`src/rtl/uart_pkg.sv`:
```
// Shared types and helpers for the oversampling UART receiver.
package uart_pkg;

  typedef enum logic [2:0] {
    IDLE   = 3'd0,
    START  = 3'd1,
    DATA   = 3'd2,
    PARITY = 3'd3,
    STOP   = 3'd4,
    BREAK  = 3'd5
  } state_e;

  localparam int DATA_BITS_MIN  = 5;
  localparam int DATA_BITS_MAX  = 9;
  localparam int OVERSAMPLE_MIN = 8;
  localparam int OVERSAMPLE_MAX = 32;

  // Clocks per oversampling tick, rounded to nearest, never below 1.
  function automatic int calc_div(input int clk_freq, input int baud, input int os);
    int den;
    int q;
    den = baud * os;
    q   = (clk_freq + (den / 2)) / den;
    if (q < 1) begin
      return 1;
    end else begin
      return q;
    end
  endfunction

  // XOR reduction of a payload zero-extended to the widest frame.
  function automatic logic xor9(input logic [8:0] v);
    return ^v;
  endfunction

endpackage

```
`src/rtl/uart_os_tick.sv`:
```
// Free-running oversampling tick generator: one-clk pulse every DIV clocks.
module uart_os_tick #(
  parameter int DIV = 1
) (
  input  logic clk,
  input  logic rst,
  output logic tick
);

  localparam int            CW   = (DIV > 1) ? $clog2(DIV) : 1;
  localparam logic [CW-1:0] LAST = CW'(DIV - 1);

  logic [CW-1:0] cnt_q;
  logic [CW-1:0] cnt_d;

  // Next count value: wrap to zero after DIV-1.
  always_comb begin
    if (cnt_q == LAST) begin
      cnt_d = {CW{1'b0}};
    end else begin
      cnt_d = cnt_q + CW'(1);
    end
  end

  // Counter register.
  always_ff @(posedge clk or negedge rst) begin
    if (!rst) begin
      cnt_q <= {CW{1'b0}};
    end else begin
      cnt_q <= cnt_d;
    end
  end

  assign tick = (cnt_q == LAST);

endmodule

```
`src/rtl/uart_rx_os.sv`:
```
// Parametrised oversampling UART receiver with valid/ready output.
// Optional parity checking is enabled by defining UART_RX_PARITY_EN.
module uart_rx_os
  import uart_pkg::*;
#(
  parameter int CLK_FREQ   = 27000000,
  parameter int BAUD       = 9600,
  parameter int DATA_BITS  = 8,
  parameter int OVERSAMPLE = 16,
  parameter int PARITY_ODD = 0
) (
  input  logic                 clk,
  input  logic                 rst,
  input  logic                 rx,
  output logic [DATA_BITS-1:0] out_data,
  output logic                 out_valid,
  input  logic                 out_ready,
  output logic                 frame_err,
  output logic                 overrun,
`ifdef UART_RX_PARITY_EN
  output logic                 parity_err,
`endif
  output logic                 busy
);

  localparam int DIV = calc_div(CLK_FREQ, BAUD, OVERSAMPLE);
  localparam int SCW = $clog2(OVERSAMPLE) + 1;
  localparam int BCW = $clog2(DATA_BITS + 1);

  localparam logic [SCW-1:0] HALF_LAST = SCW'(OVERSAMPLE / 2 - 1);
  localparam logic [SCW-1:0] FULL_LAST = SCW'(OVERSAMPLE - 1);
  localparam logic [BCW-1:0] BIT_LAST  = BCW'(DATA_BITS - 1);

  logic tick;

  state_e               state_q, state_d;
  logic                 rx_meta_q, rx_meta_d;
  logic                 rx_s_q, rx_s_d;
  logic [SCW-1:0]       samp_q, samp_d;
  logic [BCW-1:0]       bit_q, bit_d;
  logic [DATA_BITS-1:0] shift_q, shift_d;
  logic                 dlv_q, dlv_d;
  logic [DATA_BITS-1:0] out_data_q, out_data_d;
  logic                 out_valid_q, out_valid_d;
  logic                 frame_err_q, frame_err_d;
  logic                 overrun_q, overrun_d;
  logic                 busy_q, busy_d;
`ifdef UART_RX_PARITY_EN
  logic                 par_bad_q, par_bad_d;
  logic                 parity_err_q, parity_err_d;
`endif

  uart_os_tick #(.DIV(DIV)) u_tick (
    .clk  (clk),
    .rst  (rst),
    .tick (tick)
  );

  // Next-state logic: synchroniser, frame FSM, and output handshake.
  always_comb begin
    rx_meta_d   = rx;
    rx_s_d      = rx_meta_q;
    state_d     = state_q;
    samp_d      = samp_q;
    bit_d       = bit_q;
    shift_d     = shift_q;
    dlv_d       = 1'b0;
    out_data_d  = out_data_q;
    out_valid_d = out_valid_q;
    frame_err_d = 1'b0;
    overrun_d   = 1'b0;
`ifdef UART_RX_PARITY_EN
    par_bad_d    = par_bad_q;
    parity_err_d = 1'b0;
`endif

    case (state_q)
      IDLE: begin
        if (!rx_s_q) begin
          state_d = START;
          samp_d  = {SCW{1'b0}};
        end else begin
          state_d = IDLE;
        end
      end

      START: begin
        if (tick) begin
          if (samp_q == HALF_LAST) begin
            if (rx_s_q) begin
              // Start bit gone by its centre: treat as a glitch.
              state_d = IDLE;
            end else begin
              state_d = DATA;
              samp_d  = {SCW{1'b0}};
              bit_d   = {BCW{1'b0}};
            end
          end else begin
            samp_d = samp_q + SCW'(1);
          end
        end else begin
          samp_d = samp_q;
        end
      end

      DATA: begin
        if (tick) begin
          if (samp_q == FULL_LAST) begin
            shift_d = {rx_s_q, shift_q[DATA_BITS-1:1]};
            samp_d  = {SCW{1'b0}};
            if (bit_q == BIT_LAST) begin
              bit_d = {BCW{1'b0}};
`ifdef UART_RX_PARITY_EN
              state_d = PARITY;
`else
              state_d = STOP;
`endif
            end else begin
              bit_d = bit_q + BCW'(1);
            end
          end else begin
            samp_d = samp_q + SCW'(1);
          end
        end else begin
          samp_d = samp_q;
        end
      end

`ifdef UART_RX_PARITY_EN
      PARITY: begin
        if (tick) begin
          if (samp_q == FULL_LAST) begin
            par_bad_d = rx_s_q ^ xor9(9'(shift_q)) ^ PARITY_ODD[0];
            samp_d    = {SCW{1'b0}};
            state_d   = STOP;
          end else begin
            samp_d = samp_q + SCW'(1);
          end
        end else begin
          samp_d = samp_q;
        end
      end
`endif

      STOP: begin
        if (tick) begin
          if (samp_q == FULL_LAST) begin
            samp_d = {SCW{1'b0}};
            if (rx_s_q) begin
              // Leave at mid-stop so an immediately following start bit is caught.
              dlv_d   = 1'b1;
              state_d = IDLE;
            end else begin
              frame_err_d = 1'b1;
              state_d     = BREAK;
            end
          end else begin
            samp_d = samp_q + SCW'(1);
          end
        end else begin
          samp_d = samp_q;
        end
      end

      BREAK: begin
        if (rx_s_q) begin
          state_d = IDLE;
        end else begin
          state_d = BREAK;
        end
      end

      default: begin
        state_d = IDLE;
      end
    endcase

    // Delivery one cycle after the mid-stop sample; the shift register is
    // still untouched because the FSM cannot reach DATA again this soon.
    if (dlv_q) begin
      if (!out_valid_q || out_ready) begin
        out_data_d  = shift_q;
        out_valid_d = 1'b1;
`ifdef UART_RX_PARITY_EN
        parity_err_d = par_bad_q;
`endif
      end else begin
        overrun_d = 1'b1;
      end
    end else if (out_valid_q && out_ready) begin
      out_valid_d = 1'b0;
    end else begin
      out_valid_d = out_valid_q;
    end

    busy_d = (state_d != IDLE);
  end

  // State and output registers.
  always_ff @(posedge clk or negedge rst) begin
    if (!rst) begin
      state_q     <= IDLE;
      rx_meta_q   <= 1'b1;
      rx_s_q      <= 1'b1;
      samp_q      <= {SCW{1'b0}};
      bit_q       <= {BCW{1'b0}};
      shift_q     <= {DATA_BITS{1'b0}};
      dlv_q       <= 1'b0;
      out_data_q  <= {DATA_BITS{1'b0}};
      out_valid_q <= 1'b0;
      frame_err_q <= 1'b0;
      overrun_q   <= 1'b0;
      busy_q      <= 1'b0;
`ifdef UART_RX_PARITY_EN
      par_bad_q    <= 1'b0;
      parity_err_q <= 1'b0;
`endif
    end else begin
      state_q     <= state_d;
      rx_meta_q   <= rx_meta_d;
      rx_s_q      <= rx_s_d;
      samp_q      <= samp_d;
      bit_q       <= bit_d;
      shift_q     <= shift_d;
      dlv_q       <= dlv_d;
      out_data_q  <= out_data_d;
      out_valid_q <= out_valid_d;
      frame_err_q <= frame_err_d;
      overrun_q   <= overrun_d;
      busy_q      <= busy_d;
`ifdef UART_RX_PARITY_EN
      par_bad_q    <= par_bad_d;
      parity_err_q <= parity_err_d;
`endif
    end
  end

  assign out_data  = out_data_q;
  assign out_valid = out_valid_q;
  assign frame_err = frame_err_q;
  assign overrun   = overrun_q;
  assign busy      = busy_q;
`ifdef UART_RX_PARITY_EN
  assign parity_err = parity_err_q;
`endif

endmodule
```
`config.mk`:
```
export PLATFORM = sky130hd
export DESIGN_NAME = uart_rx_os
export DESIGN_NICKNAME = d
export VERILOG_FILES = /design/src/rtl/uart_pkg.sv /design/src/rtl/uart_os_tick.sv /design/src/rtl/uart_rx_os.sv
export SDC_FILE = /design/constraint.sdc
export NUM_CORES = 1
export LEC_CHECK = 0
export ABC_AREA = 1
export CAP_MARGIN = 20
export CORE_MARGIN = 1
export CORE_UTILIZATION = 45
export DETAILED_ROUTE_END_ITERATION = 10
export PLACE_DENSITY = 0.62
export SYNTH_ARGS = -nofsm -noshare
export SYNTH_HDL_FRONTEND = slang
export SYNTH_HIERARCHICAL = 1
export SYNTH_SLANG_ARGS = --single-unit
```
`constraint.sdc`:
```
create_clock -name clk -period 2.4 [get_ports clk]
set_input_delay 0.24 -clock clk [delete_from_list [all_inputs] [get_ports clk]]
set_output_delay 0.24 -clock clk [all_outputs]
set_load 0.01 [all_outputs]
```
==> results.py <==
metrics = {
    "timing": {
        "hold_ws_ps": 66.2,
        "min_period_over_period_pct": 81.7,
        "hold_viol_final": 0,
        "maxSlewViolCount": 0,
        "relSlewSlack_pct": 38.8,
        "rsz0062_at_grt": "no",
        "finClkSkew_ps": 9.61,
        "tightest_slew_ps": 919,
        "setup-tns-final_ps": 0,
        "setup_violations": 0,
        "layout_min_cycle_time_ps": 1960,
        "max_freq_mhz": 510,
        "setup_ws_ps": 438,
    },
    "worst_hold_path": {
        "hold_class": "input port to async pin",
    },
    "place": {
        "portBuffers": 15,
        "dp_slack_ps": 451,
        "gp_congestion": 0.878,
        "hpwl_um": 2800,
    },
    "synth": {
        "syn_area_mm2": 0.00217,
        "ys_seq_elements": 43,
        "synth_top_cell_by_area": "dfrtp_1",
        "syn_area_per_cell_um2": 8.06,
        "synth_cell_type_count": 25,
        "synth_ff_type": "dfrtp_1",
        "async_reset_ff_share_pct": 100,
        "post-synth-top-area-fraction_pct": 47.3,
        "synthCells": 269,
        "syn_nets": 278,
        "synth_edf_count": 0,
        "synth.area.top_cells": "dfrtp_1 47%, nand2_1 13%, inv_1 5.9%, nand3_1 5.8%, o21ai_0 4.8%",
        "synth.most_common_cell": "nand2_1",
        "synth.top_cells.by_count": "77 x nand2_1, 41 x dfrtp_1, 34 x inv_1",
        "ys_seq_area_share_pct": 49.7,
        "yosys_warnings": 6,
    },
    "floorplanning": {
        "die_x_um": 71.4,
        "floorplan.die.height_um": 71.4,
        "io_pins": 16,
        "core_area_mm2": 0.00450,
        "initial_utilization_pct": 48.1,
        "rows": 24,
        "die_area_mm2": 0.00510,
    },
    "critical_path": {
        "reg2reg_from": "samp_q[0]",
        "cp-end-kind": "flop",
        "critPathKind": "flop to flop",
        "worstRegToRegCells": 11,
        "reg2reg_to": "bit_q[2]",
        "rrSetupSlack_ps": 440,
        "cp_data_required_time_ps": 2600,
        "arrival_ps": 2160,
        "cp_max_fo": 17,
        "start_kind": "flop",
        "startpoint": "samp_q[0]",
    },
    "global_route": {
        "grt_max_degree": 44,
        "grtUsageTotal_pct": 17.6,
        "antenna_found_initial": 0,
        "grt_overflow": 0,
        "grt_pass1_wl_um": 6990,
        "grt_pass1_vias": 1607,
    },
    "power": {
        "ir_drop_uv": 284,
        "finalPower_uw": 1350,
        "p_leak_uw": 0.00125,
        "p_per_area_mw_per_mm2": 548,
    },
    "clock_network": {
        "cts_resized": 0,
        "cts.clk_slew.worst_paths_ps": 90,
        "insertion_delay_ps": 300,
        "cts.sinks": 43,
        "htreeDepth": 2,
        "hold_buffers": 0,
        "cts_buffers": 5,
        "cts_tree": "built",
        "cts_root_buf": "clkbuf_8",
        "cts_setup_buffers": 0,
        "ctsLongestPathBuffers": 2,
    },
    "drt": {
        "avgRoutedWirePerCell_um": 11.5,
        "dr.max_layer_used": "met4",
        "drt-pass1-iter-count": 4,
        "via_per_inst": 4.96,
        "routed_wl_um": 3910,
        "drc": 0,
        "drtIter0Drc": 101,
        "antenna_left": 0,
        "drt-met1-wl_um": 1910,
        "met3_length_um": 120,
        "vias": 1692,
        "dr_wl_met2_um": 1810,
    },
    "run_status": {
        "status": "complete, no violations",
    },
    "cells_and_area": {
        "antennaDiodeCount": 0,
        "utilization_pct": 54.9,
        "drive_gt1_share_pct": 11.4,
        "layout.nets": 297,
        "nFillCells": 432,
        "area_growth_pct": 14.1,
    },
    "flow_run": {
        "maxCapViolations": 0,
    },
}
layout by cell type (no fill, tap or decap):
| cell | count |
|---|---|
| inv_2 | 4 |
| o21ai_0 | 21 |
| inv_6 | 1 |
| nor3_1 | 4 |
| buf_2 | 1 |
| nor2_4 | 1 |
| nand2_2 | 4 |
| nand4_1 | 8 |
| dfrtp_1 | 41 |
| clkdlybuf4s50_1 | 14 |
| nor2_1 | 17 |
| inv_1 | 34 |
| o21ai_4 | 1 |
| mux2_2 | 1 |
| clkinv_2 | 1 |
| nand2_1 | 77 |
| bufinv_16 | 1 |
| a21oi_1 | 3 |
| nor2_2 | 6 |
| inv_4 | 1 |
| clkbuf_8 | 6 |
| ha_1 | 5 |
| nand2_4 | 3 |
| dfstp_2 | 2 |
| o21ai_1 | 4 |
| xor2_1 | 1 |
| nand3b_1 | 2 |
| nand3_1 | 25 |
layout make-up:
class	count	area (um2)	share of cell area, %
Inverter	40	154	6.22
Clock inverter	2	38.8	1.57
Multi-Input combinational cell	183	910	36.8
Tap cell	52	65.1	2.63
Timing Repair Buffer	15	145	5.87
Sequential cell	43	1080	43.6
Clock buffer	6	82.6	3.34
metal layers:
metal | track usage, % | vias up
met5 | 0 | -
met4 | 8.00 | 0
met3 | 4.78 | 5
met2 | 28.8 | 26
met1 | 22.0 | 771
li1 | - | 890
metrics by stage:
stage,std cells,cell area [um2]
global placement,333,2350
finish,341,2470
global route,341,2470
floorplan,269,2170
CTS,341,2470
detailed placement,333,2350
worst max path at each step:
stage	end	slack [ps]	cells after the start
6_report	bit_q[2]	440	11
5_1_grt	bit_q[3]	210	11
4_1_cts	bit_q[2]	440	12
3_5_place_dp	bit_q[0]	450	12
3_3_place_gp	bit_q[2]	520	11
2_1_floorplan	bit_q[2]	710	11
power breakdown:
part | internal (uW) | switching, uW | total (uW)
clock network | 342 | 264 | 606
registers | 727 | 1.77 | 729
logic | 4.13 | 16.0 | 20.1
total | 1070 | 281 | 1350
cell families (layout without fill, tap and decap cells):
kind of cell             count (synthesis)  in the layout  share of synthesized area, %
AND/OR/NAND/NOR                        147            147                          30.9
flip-flops                              43             43                          49.7
buffers and inverters                   43             63                          8.31
AO/OA/AOI/OAI                           29             29                          7.21
adder cells (fa/ha/maj)                  5              5                          2.89
XOR/XNOR                                 1              1                         0.404
multiplexers                             1              1                         0.519
registers in the layout (all words and copies together), names as in the netlist:
signal / count
out_data: 8
bit_q: 4
shift_q: 8
u_tick/cnt_q: 8
samp_q: 5
rx_s_q: 1
busy: 1
frame_err: 1
dlv_q: 1
rx_meta_q: 1
out_valid: 1
state_q: 3
overrun: 1
critical path, stage by stage (launching register included):
cell	delay, ps
dfrtp_1	450
ha_1	190
nand2_1	90
nor2_1	150
ha_1	240
nand2_1	140
inv_1	140
nand2_4	120
nand2_1	90
nand2_2	120
nand2_1	80
o21ai_1	50
Note: power is estimated with default switching activity, not from simulation.
